--- src/rtl/dfxsecure_sampler_pkg.sv ---
// Shared types and constants for the DFx secure policy sampler.
package dfxsecure_sampler_pkg;

    typedef enum logic [2:0] {
        ST_IDLE,
        ST_SHIFT,
        ST_EVAL,
        ST_EARLYBOOT,
        ST_RUN
    } state_e;

    // Policy value applied out of reset and whenever the fuse frame is rejected.
    localparam logic [3:0] LOCKED_POLICY_DEFAULT = 4'h0;

    // Serial frame length: policy data bits followed by one even-parity bit.
    function automatic int unsigned frame_len(input int unsigned policy_w);
        return policy_w + 1;
    endfunction

endpackage

--- src/rtl/dfxsecure_fuse_deser.sv ---
// Fuse frame deserializer: LSB-first shift register, bit counter and parity check.
module dfxsecure_fuse_deser
    import dfxsecure_sampler_pkg::*;
#(
    parameter int unsigned POLICY_W = 4
) (
    input  logic                clk,
    input  logic                rst_n,
    input  logic                shift_en_i,
    input  logic                sdata_i,
    input  logic                abort_i,
    output logic                at_last_o,
    output logic                frame_ok_o,
    output logic                frame_err_o,
    output logic [POLICY_W-1:0] policy_o
);

    localparam int unsigned FRAME_LEN = frame_len(POLICY_W);
    localparam int unsigned CNT_W     = $clog2(FRAME_LEN + 1);

    logic [FRAME_LEN-1:0] sreg_q, sreg_d;
    logic [CNT_W-1:0]     cnt_q, cnt_d;
    logic                 last_q, last_d;
    logic                 ok_q, ok_d;
    logic                 err_q, err_d;

    // Shift in the next bit and precompute completeness/parity for the FSM.
    always_comb begin
        sreg_d = sreg_q;
        cnt_d  = cnt_q;
        if (shift_en_i) begin
            sreg_d = {sdata_i, sreg_q[FRAME_LEN-1:1]};
            cnt_d  = cnt_q + CNT_W'(1);
        end
        last_d = (cnt_d == CNT_W'(FRAME_LEN - 1));
        ok_d   = (cnt_d == CNT_W'(FRAME_LEN)) && !(^sreg_d);
        // A truncated frame or bad parity is sticky until reset.
        err_d  = err_q || abort_i || ((cnt_d == CNT_W'(FRAME_LEN)) && (^sreg_d));
    end

    // Deserializer state register.
    always_ff @(posedge clk or negedge rst_n) begin
        if (!rst_n) begin
            sreg_q <= '0;
            cnt_q  <= '0;
            last_q <= 1'b0;
            ok_q   <= 1'b0;
            err_q  <= 1'b0;
        end else begin
            sreg_q <= sreg_d;
            cnt_q  <= cnt_d;
            last_q <= last_d;
            ok_q   <= ok_d;
            err_q  <= err_d;
        end
    end

    assign at_last_o   = last_q;
    assign frame_ok_o  = ok_q;
    assign frame_err_o = err_q;
    assign policy_o    = sreg_q[POLICY_W-1:0];

endmodule

--- src/rtl/dfxsecure_policy_sampler.sv ---
// Fuse-to-plugin policy feeder: frame capture, early-boot timer and sideband updates.
module dfxsecure_policy_sampler
    import dfxsecure_sampler_pkg::*;
#(
    parameter int unsigned          POLICY_W         = 4,
    parameter int unsigned          EARLYBOOT_CYCLES = 16,
    parameter logic [POLICY_W-1:0]  LOCKED_POLICY    = POLICY_W'(LOCKED_POLICY_DEFAULT)
) (
    input  logic                clk,
    input  logic                fdfx_powergood,
    input  logic                fuse_svalid,
    input  logic                fuse_sdata,
    input  logic                fuse_done,
    input  logic                sw_policy_req,
    input  logic [POLICY_W-1:0] sw_policy,
    output logic                sw_policy_ack,
    output logic [POLICY_W-1:0] fdfx_secure_policy,
    output logic                fdfx_policy_update,
    output logic                fdfx_earlyboot_exit,
    output logic                policy_error
);

    localparam int unsigned EB_W = (EARLYBOOT_CYCLES > 1) ? $clog2(EARLYBOOT_CYCLES) : 1;

    state_e              state_q, state_d;
    logic [POLICY_W-1:0] policy_q, policy_d;
    logic                update_q, update_d;
    logic                exit_q, exit_d;
    logic                error_q, error_d;
    logic                ack_q, ack_d;
    logic [EB_W-1:0]     eb_cnt_q, eb_cnt_d;
    logic                req_q;
    logic [POLICY_W-1:0] swpol_q;

    logic                shift_en;
    logic                abort;
    logic                at_last;
    logic                frame_ok;
    logic                frame_err;
    logic [POLICY_W-1:0] frame_policy;

    dfxsecure_fuse_deser #(
        .POLICY_W (POLICY_W)
    ) u_deser (
        .clk         (clk),
        .rst_n       (fdfx_powergood),
        .shift_en_i  (shift_en),
        .sdata_i     (fuse_sdata),
        .abort_i     (abort),
        .at_last_o   (at_last),
        .frame_ok_o  (frame_ok),
        .frame_err_o (frame_err),
        .policy_o    (frame_policy)
    );

    // Next-state and output decode for the sampler FSM.
    always_comb begin
        state_d  = state_q;
        policy_d = policy_q;
        update_d = 1'b0;
        exit_d   = exit_q;
        error_d  = error_q;
        ack_d    = 1'b0;
        eb_cnt_d = eb_cnt_q;
        shift_en = 1'b0;
        abort    = 1'b0;
        unique case (state_q)
            ST_IDLE: begin
                shift_en = fuse_svalid;
                // A same-cycle bit is captured, but one bit can never complete a frame.
                if (fuse_done) begin
                    abort   = 1'b1;
                    state_d = ST_EVAL;
                end else if (fuse_svalid) begin
                    state_d = ST_SHIFT;
                end
            end
            ST_SHIFT: begin
                shift_en = fuse_svalid;
                // The bit is counted before fuse_done is judged.
                if (fuse_svalid && at_last) begin
                    state_d = ST_EVAL;
                end else if (fuse_done) begin
                    abort   = 1'b1;
                    state_d = ST_EVAL;
                end
            end
            ST_EVAL: begin
                update_d = 1'b1;
                eb_cnt_d = EB_W'(EARLYBOOT_CYCLES - 1);
                state_d  = ST_EARLYBOOT;
                if (frame_ok && !frame_err) begin
                    policy_d = frame_policy;
                end else begin
                    policy_d = LOCKED_POLICY;
                    error_d  = 1'b1;
                end
            end
            ST_EARLYBOOT: begin
                if (eb_cnt_q == '0) begin
                    exit_d  = 1'b1;
                    state_d = ST_RUN;
                end else begin
                    eb_cnt_d = eb_cnt_q - EB_W'(1);
                end
            end
            ST_RUN: begin
                // A pending request is acked at most every other cycle.
                if (req_q && !ack_q) begin
                    ack_d = 1'b1;
                    if (!error_q) begin
                        policy_d = swpol_q;
                        update_d = 1'b1;
                    end
                end
            end
            default: begin
                state_d = ST_IDLE;
            end
        endcase
    end

    // Sampler state and output registers.
    always_ff @(posedge clk or negedge fdfx_powergood) begin
        if (!fdfx_powergood) begin
            state_q  <= ST_IDLE;
            policy_q <= LOCKED_POLICY;
            update_q <= 1'b0;
            exit_q   <= 1'b0;
            error_q  <= 1'b0;
            ack_q    <= 1'b0;
            eb_cnt_q <= '0;
            req_q    <= 1'b0;
            swpol_q  <= LOCKED_POLICY;
        end else begin
            state_q  <= state_d;
            policy_q <= policy_d;
            update_q <= update_d;
            exit_q   <= exit_d;
            error_q  <= error_d;
            ack_q    <= ack_d;
            eb_cnt_q <= eb_cnt_d;
            req_q    <= sw_policy_req;
            swpol_q  <= sw_policy;
        end
    end

    assign sw_policy_ack       = ack_q;
    assign fdfx_secure_policy  = policy_q;
    assign fdfx_policy_update  = update_q;
    assign fdfx_earlyboot_exit = exit_q;
    assign policy_error        = error_q;

endmodule

--- config.mk ---
export PLATFORM = sky130hd
export DESIGN_NAME = dfxsecure_policy_sampler
export DESIGN_NICKNAME = d
export VERILOG_FILES = /design/src/rtl/dfxsecure_sampler_pkg.sv /design/src/rtl/dfxsecure_fuse_deser.sv /design/src/rtl/dfxsecure_policy_sampler.sv
export SDC_FILE = /design/constraint.sdc
export NUM_CORES = 1
export LEC_CHECK = 0
export CAP_MARGIN = 20
export CORE_MARGIN = 5
export CORE_UTILIZATION = 35
export CTS_BUF_LIST = sky130_fd_sc_hd__clkbuf_8
export CTS_CLUSTER_SIZE = 8
export DETAILED_ROUTE_END_ITERATION = 7
export GPL_ROUTABILITY_DRIVEN = 0
export GPL_TIMING_DRIVEN = 0
export PLACE_DENSITY = 0.51
export RECOVER_POWER = 50
export SLEW_MARGIN = 5
export SYNTH_ARGS = -nofsm -noshare
export SYNTH_HDL_FRONTEND = slang
export SYNTH_SLANG_ARGS = --single-unit
--- constraint.sdc ---
create_clock -name clk -period 4.2 [get_ports clk]
set_input_delay 0.63 -clock clk [delete_from_list [all_inputs] [get_ports clk]]
set_output_delay 0.63 -clock clk [all_outputs]
set_load 0.02 [all_outputs]
==> results.json <==
{
  "max_freq_mhz": 485,
  "insertion_delay_ps": 270,
  "instances_no_fill": 192,
  "crit_path_start": "fuse_svalid",
  "clockRootBuffer": "clkbuf_8",
  "finish.net_count": 156,
  "die-width_um": 73.0,
  "place_inst": 186,
  "finClkSkew_ps": 2.67,
  "violations": "capacitance limit, slew limit",
  "syn2layout_area_growth_pct": 21.5,
  "viasPerCell": 4.83,
  "synth_top_area_share_pct": 55.8,
  "synthFlopType": "dfrtp_1",
  "cts_hold_buf": 0,
  "hold_viol": 0,
  "diodes": 0,
  "worstPathMaxFanout": 10,
  "dp_slack_ps": 1870,
  "leakage_nw": 0.712,
  "cts_resized": 0,
  "routedWlPerCell_um": 13.1,
  "critical_path_class": "in -> reg",
  "synth_top_area_cell": "dfrtp_1",
  "yosysWarnings": 0,
  "fin_crit_sh_pct": 49.1,
  "grt_overflow": 0,
  "drive_gt1_share_pct": 16.2,
  "finalPower_mw": 1.08,
  "hold_depth": 1,
  "worstPathArrival_ps": 2240,
  "initial_core_util_pct": 35.5,
  "grt_pass1_vias": 1025,
  "cts_sinks": 31,
  "whs_ps": 482,
  "setup_viol": 0,
  "first_pass_iters": 4,
  "rows": 23,
  "synth-seq-area-share_pct": 55.8,
  "fin_crit_ps": 2060,
  "num_vias": 927,
  "die_area_um2": 5330,
  "postSynth.asyncResetShare_pct": 100,
  "layout_setup_ws_ps": 2140,
  "power_density_nw_per_um2": 639,
  "htree_levels": 2,
  "core_area_um2": 3910,
  "wirelength_um": 2520,
  "nFillCells": 390,
  "clk_pin_slew_ps": 60,
  "clk_path_buf_depth": 2,
  "synth_common_cells": "31 x dfrtp_1, 10 x mux2_2, 10 x o21ai_0",
  "slew_viol_final": 32,
  "drc": 0,
  "hold_path_class": "reg -> reg",
  "die_h_um": 73.0,
  "grtUsageTotal_pct": 11.2,
  "setup-tns-final_ps": 0,
  "grt_first_pass_wirelength_um": 4550,
  "r2r_cells": 4,
  "max-cap-violations": 1,
  "setup.worst_path.end_class": "flip-flop",
  "cts_buffers": 5,
  "postCtsSetupBuffers": 0,
  "syn-mean-instance-area_um2": 11.7,
  "r2r-start": "state_q[1]$_DFFE_PN0P_",
  "antenna_left": 0,
  "slew-limit-headroom_pct": -8.09,
  "tightest_slew_ps": 1620,
  "cts_tree": "done",
  "synthesis.area_um2": 1390,
  "required_ps": 4380,
  "synth_cell_types": 34,
  "outcome": "finished, violations left",
  "io_pins": 18,
  "synth_area_leaders": "dfrtp_1 56%, mux2_2 8.1%, o21ai_0 3.6%",
  "ir_drop_mv": 0.236,
  "synthCells": 119,
  "synth_edf_count": 0,
  "yosysMostFrequentCell": "dfrtp_1",
  "yosys_register_bits": 31,
  "grt_max_degree": 32,
  "rsz0062_at_grt": "false",
  "syn-num-nets": 132,
  "dp_hpwl_um": 1800,
  "drtIter0Drc": 39,
  "start_kind": "input pin",
  "hp-start": "fdfx_earlyboot_exit$_DFFE_PN0P_",
  "grt_antenna_before_repair": 0,
  "numPortBuffers": 17
}
## layout make-up
| class | instances | area (um^2) | share of cell area (%) |
|---|---|---|---|
| Sequential cell | 31 | 776 | 45.9 |
| Multi-Input combinational cell | 76 | 558 | 33.0 |
| Timing Repair Buffer | 17 | 164 | 9.70 |
| Clock buffer | 5 | 68.8 | 4.07 |
| Tap cell | 50 | 62.6 | 3.70 |
| Buffer | 5 | 30.0 | 1.78 |
| Inverter | 7 | 26.3 | 1.56 |
| Clock inverter | 1 | 3.75 | 0.222 |
## layout by cell type, fill, tap and decap left out, drive strengths merged, types with 2 or more instances in the layout
master,instances
dfrtp,31
clkdlybuf4s50,11
mux2,10
o21ai,10
inv,8
clkbuf,7
nor2,6
nand3,6
a21oi,6
xnor2,5
dlygate4sd3,5
buf,4
nand2,3
ha,3
nor3b,3
nand2b,2
nand3b,2
nor4b,2
nor2b,2
nor3,2
o21bai,2
## flip-flops by register name (all words and copies together), names as in the netlist
register,count
u_deser.sreg_q,5
eb_cnt_q,4
fdfx_secure_policy,4
swpol_q,4
state_q,3
u_deser.cnt_q,3
fdfx_earlyboot_exit,1
fdfx_policy_update,1
policy_error,1
req_q,1
sw_policy_ack,1
u_deser.at_last_o,1
u_deser.frame_err_o,1
u_deser.frame_ok_o,1
## critical path, stage by stage
cell,delay (ps)
clkdlybuf4s50_1,520
nor3b_2,230
buf_2,270
mux2_2,380
nor3b_1,210
## through the flow
| stage | instance area (um^2) | util [%] |
|---|---|---|
| 5_1_grt | 1690 | 43.2 |
| 2_1_floorplan | 1390 | - |
| 6_report | 1690 | 43.2 |
| 3_5_place_dp | 1620 | 41.3 |
| 4_1_cts | 1690 | 43.2 |
| 3_3_place_gp | 1620 | 41.5 |
## routing by layer
layer  global-route usage, %  vias to the layer above  wire length [um]
li1                        -                      457                 -
met1                    12.9                      455              1090
met2                    18.4                       15              1320
met3                    4.13                        0               114
met4                    5.12                        0                 0
met5                       0                        -                 0
## cells by family after synthesis
group | synth area share, %
AND/OR/NAND/NOR | 14.5
flip-flops | 55.8
AO/OA/AOI/OAI | 10.4
buffers and inverters | 4.05
multiplexers | 8.82
XOR/XNOR | 3.78
adder cells (fa/ha/maj) | 2.70
## power breakdown
part | internal (mW) | switching [mW]
Clock | 0.108 | 0.0986
Sequential | 0.385 | 0.0617
Combinational | 0.213 | 0.214
Total | 0.706 | 0.374
## worst paths after layout
| path | to | slack (ps) |
|---|---|---|
| setup / recovery | u_deser.at_last_o$_DFF_PN0_ | 2140 |
| hold / removal | fdfx_earlyboot_exit$_DFFE_PN0P_ | 480 |
| setup reg to reg | fdfx_secure_policy[2]$_DFFE_PN0P_ | 2410 |
| hold reg to reg | fdfx_earlyboot_exit$_DFFE_PN0P_ | 480 |
| max in group asynchronous | u_deser.sreg_q[3]$_DFF_PN0_ | 2500 |
| min in group asynchronous | state_q[0]$_DFFE_PN0P_ | 760 |
Power figures use the tool's default switching activity.
